===== src/rtl/relu_maxpool_121_2_16.sv =====
// ReLU followed by non-overlapping max-pooling over fixed-length vectors from the conv stage.
// Pooled results go into a 2-entry output FIFO. The FIFO decouples x_ready from y_ready.
module relu_maxpool_121_2_16 #(
  parameter int T = 16,
  parameter int L = 121,
  parameter int W = 2
) (
  input  logic                clk,
  input  logic                reset,
  input  logic signed [T-1:0] x_data,
  input  logic                x_valid,
  output logic                x_ready,
  output logic signed [T-1:0] y_data,
  output logic                y_valid,
  input  logic                y_ready
);

  localparam int P  = (L / W) * W;
  localparam int PW = (L > 1) ? $clog2(L) : 1;
  localparam int WW = (W > 1) ? $clog2(W) : 1;
  localparam logic [PW-1:0] POS_LAST = PW'(L - 1);
  localparam logic [WW-1:0] WIN_LAST = WW'(W - 1);

  logic [PW-1:0]       pos;
  logic [WW-1:0]       win;
  logic signed [T-1:0] acc;
  logic signed [T-1:0] mem [2];
  logic                rd_ptr;
  logic                wr_ptr;
  logic [1:0]          count;

  logic signed [T-1:0] v;
  logic signed [T-1:0] pooled;
  logic                accept;
  logic                in_pool;
  logic                push;
  logic                pop;

  // NOTE: every always_comb output gets a default first so no path leaves it unassigned (no latch).
  always_comb begin
    v      = x_data[T-1] ? '0 : x_data;
    pooled = v;
    if (W > 1 && win != '0 && acc > v) pooled = acc;
  end

  // Samples past the last full window (pos >= P) are consumed but never pooled.
  assign accept  = x_valid && x_ready;
  assign in_pool = 32'(pos) < P;
  assign push    = accept && in_pool && (win == WIN_LAST);
  assign pop     = y_valid && y_ready;

  assign x_ready = (count < 2'd2) && !reset;
  assign y_valid = (count != 2'd0);
  assign y_data  = mem[rd_ptr];

  // NOTE: sequential state uses non-blocking assignments only, so every register samples pre-edge values.
  always_ff @(posedge clk or posedge reset) begin
    if (reset) begin
      pos    <= '0;
      win    <= '0;
      acc    <= '0;
      rd_ptr <= 1'b0;
      wr_ptr <= 1'b0;
      count  <= 2'd0;
      // NOTE: the FIFO storage is reset as well because y_data shows the head entry and must read 0 in reset.
      mem[0] <= '0;
      mem[1] <= '0;
    end else begin
      if (accept) begin
        if (in_pool) begin
          acc <= pooled;
          win <= (win == WIN_LAST) ? '0 : win + 1'b1;
        end
        if (pos == POS_LAST) begin
          pos <= '0;
          win <= '0;
        end else begin
          pos <= pos + 1'b1;
        end
      end

      if (push) begin
        mem[wr_ptr] <= pooled;
        wr_ptr      <= ~wr_ptr;
      end
      if (pop) rd_ptr <= ~rd_ptr;

      case ({push, pop})
        2'b10:   count <= count + 2'd1;
        2'b01:   count <= count - 2'd1;
        default: count <= count;
      endcase
    end
  end

endmodule


===== config.mk =====
export PLATFORM = sky130hd
export DESIGN_NAME = relu_maxpool_121_2_16
export DESIGN_NICKNAME = d
export VERILOG_FILES = /design/src/rtl/relu_maxpool_121_2_16.sv
export SDC_FILE = /design/constraint.sdc
export NUM_CORES = 1
export LEC_CHECK = 0
export CORE_MARGIN = 1
export CORE_UTILIZATION = 47
export DETAILED_ROUTE_END_ITERATION = 8
export PLACE_DENSITY = 0.74
export RECOVER_POWER = 25
export SLEW_MARGIN = 10
export SYNTH_ARGS = -nofsm -noshare
export SYNTH_HDL_FRONTEND = slang
export SYNTH_SLANG_ARGS = --single-unit
export TNS_END_PERCENT = 30

===== constraint.sdc =====
create_clock -name clk -period 3 [get_ports clk]
set_clock_uncertainty 0.15 [all_clocks]
set_input_delay 0.75 -clock clk [delete_from_list [all_inputs] [get_ports clk]]
set_output_delay 0.75 -clock clk [all_outputs]
set_load 0.05 [all_outputs]

* After elaboration in Yosys (flattened, before gate mapping) *
Cells that the tools add are included.

word-level totals
  flip-flop bits (word level) = 60
  input port bits = 20
  output and inout bits = 18
  logic and storage cells = 51

operators by class
  $add $sub $neg = 4
  $lt $le $gt $ge = 6
  equality and inequality tests = 3
  mux-type cells = 13
  bitwise gates (word level) = 4
  reduce and logical (&&, ||, !) cells = 13

operators by type and width
  operator             count
  $mux 16              5
  $bwmux 32            1
  $demux 16 s1         1
  $gt 16x16->1         1
  $mux 15              1
  $add 7x1->7 const B  1
  $eq 7x7->1 const B   1
  $logic_and 1x1->1    7
  $lt 7x7->1 const B   1
  $mux 7               1
  $reduce_bool 2->1    3
  $ge 2x2->1 const B   2
  $not 1->2            2
  $pmux 2 s2           1
  $reduce_and 2->1     2
  $mux 1               3
  $add 2x1->2 const B  1
  $eq 2x1->1 const B   1
  $eq 2x2->1 const B   1
  $lt 2x1->1 const B   1
  $lt 2x2->1 const B   1
  $not 1->1            2
  $sub 2x1->2 const B  1
  $add 1x1->1 const B  1
  $logic_not 1->1      1

* Depth between registers and ports, before layout *
  word-level depth = 7
  gate-level depth with buffers = 12
  depth with buffers taken out = 9

* Worst setup path before layout *
OpenSTA, ideal clock, no wires.

  kind = input port to flip-flop
  start = in x_data[15]
  end = reg mem[12] in the netlist's numbering
  library setup time = 0.125 ns
  arrival time = 3.111 ns
  data required time = 2.725 ns
  slack = -0.385 ns
  cell stages on the path = 10
  buffers on the path = 2
  path through = clkbuf_1 > nor2b_1 > inv_1 > ha_1 > a21o_1 > a211o_1 > o31ai_4 > buf_6 > mux2_4 > mux2_2

on the way
  word-level cells in the longest chain between the ends = 5

ends and longest elaborated chain
  item                            line  RTL
  start: declaration              10    input logic signed [T-1:0] x_data,
  $mux 15 *                       41    v = x_data[T-1] ? '0 : x_data;
  $gt 16x16->1                    43    if (W > 1 && win != '0 && acc > v) pooled = acc;
  $logic_and 1x1->1               43
  $mux 16 *                       43
  $bwmux 32 *                     83    mem[wr_ptr] <= pooled;
  end signal: indexed assignment  83
  end: declaration                27    logic signed [T-1:0] mem [2];

Mark *: on every way between the ends. The rest lies on a longest branch, timed or not.
A chain may end at the register's enable or synchronous reset.

* Worst setup path after layout *
  start = in x_data[1]
  end = reg mem[10] in the netlist's numbering

on the way
  word-level cells in the longest chain between the ends = 5

ends and longest elaborated chain
  item               line
  $mux 15            41
  $gt 16x16->1       43
  $logic_and 1x1->1  43
  $mux 16            43
  $bwmux 32          83

No other way between the ends.

==> impl_metrics.env <==
export IMPL_ios=38
export IMPL_setup_ws_ps=-48.6
export IMPL_syn_area_um2=3370
export IMPL_status="finished, violations left"
export IMPL_required_ps=3070
export IMPL_first_iter_violations=69
export IMPL_whs_ps=350
export IMPL_netlist_top_cells_count="dfrtp_1 (60), mux2_2 (57), mux2_4 (20), nor2b_1 (19)"
export IMPL_h_tree_depth=3
export IMPL_syn_nets=311
export IMPL_cellLeakagePower_nw=2.34
export IMPL_clk_latency_ps=340
export IMPL_fmax_mhz=328
export IMPL_maxSlewViolCount=0
export IMPL_area_growth_pct=41.1
export IMPL_netlist_instances=273
export IMPL_rows=30
export IMPL_worstMarginPinSlew_ps=657
export IMPL_finalSetupTns_ps=-1030
export IMPL_violations="setup timing"
export IMPL_grt_overflow=0
export IMPL_clkSlewWorstSetupHoldPaths_ps=60
export IMPL_drive_gt1_share_pct=55.3
export IMPL_cp_start_kind="primary input"
export IMPL_wl_met1_um=3480
export IMPL_reg2reg_to="mem[10]"
export IMPL_fillers=486
export IMPL_num_nets_final=391
export IMPL_path_common_cell="mux2_4"
export IMPL_place_hpwl_um=4820
export IMPL_vias=2319
export IMPL_antenna_found_initial=0
export IMPL_vias_per_cell=5.13
export IMPL_grt_max_degree=25
export IMPL_critical_path_max_stage_delay_ps=380
export IMPL_worstPathArrival_ps=3120
export IMPL_regToRegSetupSlack_ps=290
export IMPL_hold_path_endpoint="mem[31]"
export IMPL_fp_dieH_um=86.7
export IMPL_synth_edff_count=0
export IMPL_path_cells="dlygate4sd2_1 > nor2b_4 > inv_2 > ha_4 > nor2b_1 > o211ai_1 > a21boi_4 > o31ai_4 > buf_6 > mux2_4 > mux2_4"
export IMPL_multi_input_area_um2=2170
export IMPL_reg2reg_depth=8
export IMPL_io_buffers=37
export IMPL_tritoncts="yes"
export IMPL_cts_buffers=9
export IMPL_yosysWarnings=0
export IMPL_synth_ff_type="dfrtp_1"
export IMPL_synthTopCellsByArea="dfrtp_1 (45%), mux2_2 (19%), mux2_4 (8.9%)"
export IMPL_holdPathStages=1
export IMPL_peakVddDrop_uv=727
export IMPL_min_from="mem[31]"
export IMPL_timing_max_cap_violations=0
export IMPL_antenna_left=0
export IMPL_dieArea_um2=7520
export IMPL_fp_dieW_um=86.7
export IMPL_period_share_pct=102
export IMPL_grt_pass1_vias=2445
export IMPL_setup_violations=30
export IMPL_drt_drc_violations_left=0
export IMPL_met3_length_um=209
export IMPL_yosysTopAreaCell="dfrtp_1"
export IMPL_grt_total_usage_pct=21.1
export IMPL_critPathLaunch="x_data[1]"
export IMPL_cp_end_kind="flop"
export IMPL_cts_root_buf="clkbuf_8"
export IMPL_hp_class="flop to flop"
export IMPL_finalHoldViolations=0
export IMPL_syn_area_per_cell_um2=12.4
export IMPL_clock_sinks=60
export IMPL_grt_pass1_wl_um=11900
export IMPL_slowest_stage="o31ai_4"
export IMPL_start_util_pct=49.1
export IMPL_power_mw=4.57
export IMPL_fin_crit_ps=3050
export IMPL_synth_cell_types=37
export IMPL_maxUsedRoutingLayer="met4"
export IMPL_synth_top_area_share_pct=44.5
export IMPL_dr_pass1_iters=4
export IMPL_finalWeightedCongestion=0.798
export IMPL_yosysSeqAreaShare_pct=44.5
export IMPL_wl_per_cell_um=17.2
export IMPL_slew_headroom_pct=56.2
export IMPL_p_per_area_nw_per_um2=960
export IMPL_diodes=0
export IMPL_route_met2_wl_um=3910
export IMPL_rr_startpoint="acc[1]"
export IMPL_ys_seq_elements=60
export IMPL_crit_type="primary input to flop"
export IMPL_synthArstFlopShare_pct=100
export IMPL_ff_latch_area_um2=1500
export IMPL_clk_path_buf_depth=2
export IMPL_worstPathMaxFanout=6
export IMPL_routed_wl_um=7780
export IMPL_synth_most_common_cell="dfrtp_1"
export IMPL_placeableCoreArea_um2=6870
## metal layers
metal	vias up	GRT usage (%)
li1	1116	-
met1	1144	26.4
met2	44	35.3
met3	15	5.62
met4	0	7.73
met5	-	0
## repair_timing
action                     CTS  global route
resized for setup           75            47
hold buffers                 0             0
pin swaps                   13            15
gates cloned                 1             0
setup endpoints to repair   50            48
buffers inserted             9             5
## worst max-delay path, delay by kind of cell
kind                     cells  cell delay, ps
multiplexers                 2             580
AND/OR/NAND/NOR              2             270
adder cells (fa/ha/maj)      1             200
AO/OA/AOI/OAI                3             850
buffers and inverters        3             460
## cells in the final DEF, fill, tap and decap left out, types with 3 or more instances in the layout
master	synthesis	final
a21oi_1	7	3
a21oi_2	0	3
and2_1	3	3
and3_1	3	3
buf_4	0	39
buf_6	2	6
clkbuf_8	0	12
clkdlybuf4s50_1	0	6
dfrtp_1	60	60
dlygate4sd2_1	0	10
dlymetal6s2s_1	0	8
ha_1	18	3
ha_4	0	14
inv_1	18	6
inv_2	0	12
mux2_2	57	33
mux2_4	20	44
nand2_1	12	10
nand4_1	4	4
nor2_1	7	7
nor2b_1	19	4
nor2b_4	0	15
o21ai_0	11	10
xnor2_1	3	3
## power by group
part	switching [mW]	total, mW	internal, mW
logic	1.23	2.48	1.25
registers	0.287	1.43	1.14
clock network	0.301	0.657	0.355
## per-stage QoR
| step | instances | instance area, um^2 | setup WS [ps] | utilization, % |
|---|---|---|---|---|
| floorplan | 273 | 3460 | -108 | - |
| global placement | 424 | 4070 | -716 | 59.3 |
| detailed placement | 424 | 4070 | -762 | 59.3 |
| CTS | 448 | 4550 | -50.6 | 66.3 |
| global route | 452 | 4760 | -112 | 69.3 |
| finish | 452 | 4760 | -48.6 | 69.3 |
## worst max path at each step
| stage | slack (ps) | to |
|---|---|---|
| after floorplan | -110 | mem[12] |
| after global placement | -720 | mem[2] |
| after detailed placement | -760 | mem[19] |
| after CTS | -50 | mem[10] |
| after global routing | -110 | mem[10] |
| final | -50 | mem[10] |
## registers in the layout, summed over array words and instances, names as in the netlist
signal,cells
pos,7
rd_ptr,1
count,2
win,1
acc,16
wr_ptr,1
mem,32
## cell families after synthesis
kind of cell	after synthesis	share of synthesized area [%]
adder cells (fa/ha/maj)	18	6.68
multiplexers	78	28.2
flip-flops	60	44.5
AO/OA/AOI/OAI	27	5.19
buffers and inverters	28	4.12
XOR/XNOR	5	1.30
AND/OR/NAND/NOR	57	9.98
## final cells by class
type / instances / share of cell area [%]
clock buffers: 12 / 3.47
clock inverters: 2 / 0.210
inverters: 18 / 1.42
multi-input cells: 185 / 45.7
flip-flops and latches: 60 / 31.5
well taps: 96 / 2.52
repair buffers: 79 / 15.1
Note: power is estimated with default switching activity, not from simulation.
